### src/rtl/manchester_decoder_if.sv
// Line-side and word-side signals of the Manchester receiver.
// The bench or upstream logic drives en/in1 through the master modport;
// the decoder returns the decoded word and status through the slave modport.
interface manchester_decoder_if #(
    parameter int WIDTH = 8
);
    logic             en;
    logic             in1;
    logic [WIDTH-1:0] out;
    logic             out_valid;
    logic             err;
    logic             busy;

    modport master (
        output en,
        output in1,
        input  out,
        input  out_valid,
        input  err,
        input  busy
    );

    modport slave (
        input  en,
        input  in1,
        output out,
        output out_valid,
        output err,
        output busy
    );
endinterface

### src/rtl/manchester_decoder.sv
// Oversampled Manchester (IEEE 802.3 polarity) receiver.
// Bit 1 is a low-to-high mid-bit transition, bit 0 is high-to-low.
// A frame is a '1' start bit followed by whole WIDTH-bit words, MSB first,
// then the line is held low. The decoder re-anchors its timing on every
// mid-bit edge, samples the first-half level of the next bit, and then
// waits for the opposite level to appear (the next mid-bit edge).
module manchester_decoder #(
    parameter int HALF  = 4,
    parameter int WIDTH = 8
) (
    input  logic                clk,
    input  logic                rst,
    manchester_decoder_if.slave mif
);
    localparam int CNT_W = $clog2(5 * HALF / 2 + 1);
    localparam int BC_W  = $clog2(WIDTH + 1);

    // First-half sample point and edge timeout, in cycles after the last mid-bit edge.
    localparam logic [CNT_W-1:0] CNT_SAMPLE  = CNT_W'(3 * HALF / 2);
    localparam logic [CNT_W-1:0] CNT_TIMEOUT = CNT_W'(5 * HALF / 2);
    localparam logic [CNT_W-1:0] CNT_ONE     = CNT_W'(1);
    localparam logic [BC_W-1:0]  BC_LAST     = BC_W'(WIDTH - 1);
    localparam logic [BC_W-1:0]  BC_ONE      = BC_W'(1);

    typedef enum logic [1:0] {
        ST_IDLE,
        ST_SAMPLE_A,
        ST_EDGE_WAIT
    } state_t;

    // Synchronizer and edge history
    logic             r_sync1;
    logic             r_sync2;
    logic             r_prev;
    logic             w_s;

    // Decode state
    state_t           r_state;
    state_t           w_state_nxt;
    logic [CNT_W-1:0] r_cnt;
    logic [CNT_W-1:0] w_cnt_nxt;
    logic [CNT_W-1:0] w_cnt_inc;
    logic [BC_W-1:0]  r_bit_cnt;
    logic [BC_W-1:0]  w_bit_cnt_nxt;
    logic [WIDTH-1:0] r_shift;
    logic [WIDTH-1:0] w_shift_nxt;
    logic [WIDTH-1:0] w_shifted;
    logic             r_a;
    logic             w_a_nxt;

    // Registered outputs
    logic [WIDTH-1:0] r_out;
    logic [WIDTH-1:0] w_out_nxt;
    logic             r_out_valid;
    logic             w_out_valid_nxt;
    logic             r_err;
    logic             w_err_nxt;

    assign w_s       = r_sync2;
    assign w_cnt_inc = r_cnt + CNT_ONE;
    assign w_shifted = {r_shift[WIDTH-2:0], w_s};

    // Two-flop synchronizer for the asynchronous line, plus the previous s for edge detection.
    always_ff @(posedge clk) begin
        if (rst) begin
            r_sync1 <= 1'b0;
            r_sync2 <= 1'b0;
            r_prev  <= 1'b0;
        end else begin
            r_sync1 <= mif.in1;
            r_sync2 <= r_sync1;
            r_prev  <= r_sync2;
        end
    end

    // State, counters, shift register and output registers.
    always_ff @(posedge clk) begin
        if (rst) begin
            r_state     <= ST_IDLE;
            r_cnt       <= '0;
            r_bit_cnt   <= '0;
            r_shift     <= '0;
            r_a         <= 1'b0;
            r_out       <= '0;
            r_out_valid <= 1'b0;
            r_err       <= 1'b0;
        end else begin
            r_state     <= w_state_nxt;
            r_cnt       <= w_cnt_nxt;
            r_bit_cnt   <= w_bit_cnt_nxt;
            r_shift     <= w_shift_nxt;
            r_a         <= w_a_nxt;
            r_out       <= w_out_nxt;
            r_out_valid <= w_out_valid_nxt;
            r_err       <= w_err_nxt;
        end
    end

    // Next-state decode: start detection, first-half sampling, mid-bit edge search and timeout.
    always_comb begin
        w_state_nxt     = r_state;
        w_cnt_nxt       = r_cnt;
        w_bit_cnt_nxt   = r_bit_cnt;
        w_shift_nxt     = r_shift;
        w_a_nxt         = r_a;
        w_out_nxt       = r_out;
        w_out_valid_nxt = 1'b0;
        w_err_nxt       = 1'b0;

        if (!mif.en) begin
            // Disabled: drop any partial word silently, keep the last word on out.
            w_state_nxt   = ST_IDLE;
            w_cnt_nxt     = '0;
            w_bit_cnt_nxt = '0;
            w_shift_nxt   = '0;
        end else begin
            case (r_state)
                ST_IDLE: begin
                    // A rising edge is the start bit's mid-bit transition.
                    if (w_s && !r_prev) begin
                        w_cnt_nxt   = '0;
                        w_state_nxt = ST_SAMPLE_A;
                    end
                end

                ST_SAMPLE_A: begin
                    w_cnt_nxt = w_cnt_inc;
                    // Middle of the next bit's first half: remember its level.
                    if (w_cnt_inc == CNT_SAMPLE) begin
                        w_a_nxt     = w_s;
                        w_state_nxt = ST_EDGE_WAIT;
                    end
                end

                ST_EDGE_WAIT: begin
                    if (w_s != r_a) begin
                        // Mid-bit edge: the new level is the bit value; re-anchor timing here.
                        w_cnt_nxt   = '0;
                        w_state_nxt = ST_SAMPLE_A;
                        w_shift_nxt = w_shifted;
                        if (r_bit_cnt == BC_LAST) begin
                            w_out_nxt       = w_shifted;
                            w_out_valid_nxt = 1'b1;
                            w_bit_cnt_nxt   = '0;
                        end else begin
                            w_bit_cnt_nxt = r_bit_cnt + BC_ONE;
                        end
                    end else if (w_cnt_inc == CNT_TIMEOUT) begin
                        // No edge: a low line on a word boundary is a clean end of frame,
                        // anything else is a code or framing violation.
                        w_state_nxt   = ST_IDLE;
                        w_cnt_nxt     = '0;
                        w_bit_cnt_nxt = '0;
                        w_shift_nxt   = '0;
                        if (r_bit_cnt != '0 || r_a) begin
                            w_err_nxt = 1'b1;
                        end
                    end else begin
                        w_cnt_nxt = w_cnt_inc;
                    end
                end

                default: begin
                    w_state_nxt = ST_IDLE;
                    w_cnt_nxt   = '0;
                end
            endcase
        end
    end

    assign mif.out       = r_out;
    assign mif.out_valid = r_out_valid;
    assign mif.err       = r_err;
    assign mif.busy      = (r_state != ST_IDLE);

endmodule

### src/flat_wrapper.sv
// flat-port wrapper written by rule: the top's interface ports become plain ports
module manchester_decoder_flat 
#(
    parameter int HALF  = 4,
    parameter int WIDTH = 8
)
  (clk, rst, mif_en, mif_in1, mif_out, mif_out_valid, mif_err, mif_busy);
  manchester_decoder_if #(.WIDTH(WIDTH)) mif_i ();
  input  logic clk;
  input  logic rst;
  input wire logic [$bits(mif_i.en)-1:0] mif_en;
  input wire logic [$bits(mif_i.in1)-1:0] mif_in1;
  output wire logic [$bits(mif_i.out)-1:0] mif_out;
  output wire logic [$bits(mif_i.out_valid)-1:0] mif_out_valid;
  output wire logic [$bits(mif_i.err)-1:0] mif_err;
  output wire logic [$bits(mif_i.busy)-1:0] mif_busy;
  assign mif_i.en = mif_en;
  assign mif_i.in1 = mif_in1;
  assign mif_out = mif_i.out;
  assign mif_out_valid = mif_i.out_valid;
  assign mif_err = mif_i.err;
  assign mif_busy = mif_i.busy;
  manchester_decoder #(.HALF(HALF), .WIDTH(WIDTH)) u_core (.clk(clk), .rst(rst), .mif(mif_i));
endmodule
### config.mk
export PLATFORM = sky130hd
export DESIGN_NAME = manchester_decoder_flat
export DESIGN_NICKNAME = d
export VERILOG_FILES = /design/src/rtl/manchester_decoder_if.sv /design/src/rtl/manchester_decoder.sv /design/src/flat_wrapper.sv
export SDC_FILE = /design/constraint.sdc
export NUM_CORES = 1
export LEC_CHECK = 0
export BUFFER_PORTS_ARGS = -buffer_cell sky130_fd_sc_hd__buf_2
export CAP_MARGIN = 20
export CORE_ASPECT_RATIO = 0.75
export CORE_UTILIZATION = 31
export CTS_BUF_LIST = sky130_fd_sc_hd__clkbuf_2 sky130_fd_sc_hd__clkbuf_4 sky130_fd_sc_hd__clkbuf_8
export DETAILED_ROUTE_END_ITERATION = 12
export GPL_TIMING_DRIVEN = 0
export PLACE_DENSITY = 0.52
export SLEW_MARGIN = 10
export SYNTH_ARGS = -nofsm -noshare
export SYNTH_HDL_FRONTEND = slang
export SYNTH_SLANG_ARGS = --single-unit
### constraint.sdc
create_clock -name clk -period 2.5 [get_ports clk]
set_input_delay 0.5 -clock clk [delete_from_list [all_inputs] [get_ports clk]]
set_output_delay 0.5 -clock clk [all_outputs]
set_load 0.1 [all_outputs]
==> run_results.csv <==
group,metric,value,unit
status,status,"complete, no violations",
critical_path,start_kind,"flip-flop",
pwr,leakagePower,0.668,nW
floorplan,fp.dieW,83.9,microns
hold_path,hold_path_class,"input port to flip-flop",
synthesis,yosys_warnings,0,
clock_tree,cts_resized,0,
critical_path,worst_r2r_endpoint,"u_core.mif.out[6]",
clock_tree,hold_buffers,0,
synthesis,synth-main-ff-cell,"dfxtp_1",
critical_path,cp.arrival,1.57,ns
hold_path,hold_depth,2,
placed_design,dp_cells,251,
sta,max_freq,0.483,GHz
sta,setup_ws,0.428,ns
clock_tree,root_buffer,"clkbuf_8",
synthesis,synth_cell_types,38,
route,viasPerCell,4.97,
clock_tree,clockBufferDepth,2,
clock_tree,cts_tree,"done",
critical_path,critical_path.endpoint_type,"output port",
synthesis,avgSynthCellArea,8.66,sq um
finish,layout_common_cells,"dfxtp_1, nor2_1, a21oi_1",
route,wl,3220,microns
floorplan,die_area,5320,sq um
floorplan,rows,21,
finish,areaGrowthSynthToFinish,16.6,%
sta,fin_crit,2.07,ns
critical_path,worst-setup-path-type,"flip-flop to output port",
sta,setup_violations,0,
sta,fin_skew,0.00746,ns
grt,grt_overflow,0,
placed_design,dpl_cell_area,1700,sq um
placed_design,routabilityCongestion,0.757,
finish,nets,215,
synthesis,syn-cell-area,1560,sq um
placed_design,io_buffers,14,
pwr,ir_drop,0.000442,V
route,route.detailed.drc,0,
critical_path,worstReg2RegStart,"u_core.r_a",
sta,fin_hold_ws,0.434,ns
finish,fin_cells,259,
synthesis,syn-num-nets,194,
placed_design,post-dp-hpwl,2350,microns
grt,grt_pass1_wl,5660,microns
floorplan,start_util,33.5,%
route,drtIter0Drc,36,
finish,final_common_cell,"dfxtp_1",
synthesis,ys_ff_latch,31,
critical_path,cp.required,2.00,ns
clock_tree,clock_latency,0.27,ns
pwr,powerDensity,575,nW/um^2
grt,grt_max_degree,11,
route,wl_per_cell,12.4,microns
floorplan,pin_count,15,
synthesis,ys_seq_area_share,39.8,%
critical_path,crit_path_max_fanout,6,
clock_tree,clk_pin_slew_worst_paths,0.07,ns
sta,tns,0,ns
grt,grt_antenna_before_repair,0,
floorplan,die_y,63.4,microns
sta,final_hold_viol_count,0,
sta,worstMarginPinSlew,0.543,ns
synthesis,syn_inst,180,
clock_tree,htreeDepth,2,
clock_tree,cts.sinks,31,
route,dr.pass1.iters,4,
sta,grt_setup_unrepaired,"no",
synthesis,async_reset_ff_share,0,%
hold_path,min_from,"mif_in1",
floorplan,fp.coreArea,4650,sq um
finish,layout-drive-gt1-share,15.8,%
sta,slew_violations,0,
route,vias,1288,
clock_tree,cts-buffers-inserted,5,
critical_path,rr_worst_depth,8,
sta,slew_headroom,63.7,%
finish,fin_area,1820,sq um
clock_tree,cts_setup_buffers,0,
sta,fin_crit_sh,82.9,%
grt,grt_pass1_vias,1179,
critical_path,rrSetupSlack,0.48,ns
hold_path,holdPathEnd,"u_core.r_sync1",
synthesis,synth_edf_count,0,
grt,track_usage,13.5,%
route,ant_nets,0,
finish,antennaDiodeCount,0,
placed_design,pre_cts_slack,0.470,ns
job,max_cap_violations,0,
-- stage by stage --
step / total power [W] / util (%)
2_1_floorplan: 0.000539 / -
3_3_place_gp: 0.000554 / 36.6
3_5_place_dp: 0.000554 / 36.6
4_1_cts: 0.00106 / 39.1
5_1_grt: 0.00109 / 39.1
6_report: 0.00105 / 39.1
-- cell type report --
class / count / area [sq um]
clock inverter: 2 / 35.0
timing repair buffer: 14 / 70.1
fill: 489 / 2830
inverter: 11 / 41.3
buffer: 7 / 36.3
tap: 57 / 71.3
clock buffer: 6 / 82.6
multi-input combinational: 131 / 861
sequential: 31 / 621
-- worst max-delay path, cell delays in order, from the launching register on --
cell,delay [ns]
dfxtp_1,0.40
inv_1,0.09
ha_1,0.31
inv_1,0.08
buf_2,0.42
-- power breakdown --
| group | leakage, nW | switching [W] | internal (W) |
|---|---|---|---|
| registers | 0.250 | 0.00000191 | 0.000496 |
| clock network | 0.0612 | 0.000181 | 0.000322 |
| logic | 0.357 | 0.0000322 | 0.0000123 |
-- sequential cells by signal, summed over array words and instances (netlist names), 2 cells and up --
name              count
u_core.r_cnt          4
u_core.r_bit_cnt      4
u_core.mif.out        8
u_core.r_shift        7
u_core.r_state        2
-- cell usage after synthesis, drive strengths merged, types with 2 or more instances --
master	n	area share [%]
o31ai	3	1.4
and2	3	1.3
o21ai	18	5.8
ha	10	8.0
nor2b	5	2.2
a2111oi	2	1.9
nor3b	2	0.96
a32oi	2	1.1
a31oi	3	1.2
a21oi	17	5.5
nor2	19	4.6
nor3	3	1.7
clkbuf	4	0.96
xor2	2	1.6
nand2b	3	1.2
nand3	5	1.6
buf	3	1.4
nor4	2	0.80
inv	11	2.6
mux2i	9	5.8
nand2	14	3.9
dfxtp	31	40
-- metal layers --
metal / vias to the layer above / part of all wire (%) / GRT usage (%)
met2: 19 / 38 / 18.4
met5: - / 0 / 0
met4: 0 / 0.53 / 3.23
met3: 2 / 3.9 / 3.80
met1: 594 / 58 / 20.4
li1: 673 / - / -
-- worst max-delay path by stage --
stage | endpoint | from | depth (start not counted)
2_1_floorplan | mif_busy | u_core.r_state[0] | 3
3_3_place_gp | u_core.mif.out[4] | u_core.r_a | 8
3_5_place_dp | u_core.mif.out[4] | u_core.r_a | 8
4_1_cts | mif_busy | u_core.r_state[0] | 4
5_1_grt | u_core.mif.out[5] | u_core.r_a | 8
6_report | mif_busy | u_core.r_state[0] | 4
-- cells by family after synthesis --
family,share of synthesized area [%]
and+or+nand+nor,20.0
AOI/OAI and AO/OA,18.5
adders and majority gates,8.03
muxes,6.50
xor gates and xnor gates,2.17
buffers and inverters,4.98
DFF,39.8
Power figures use the tool's default switching activity.
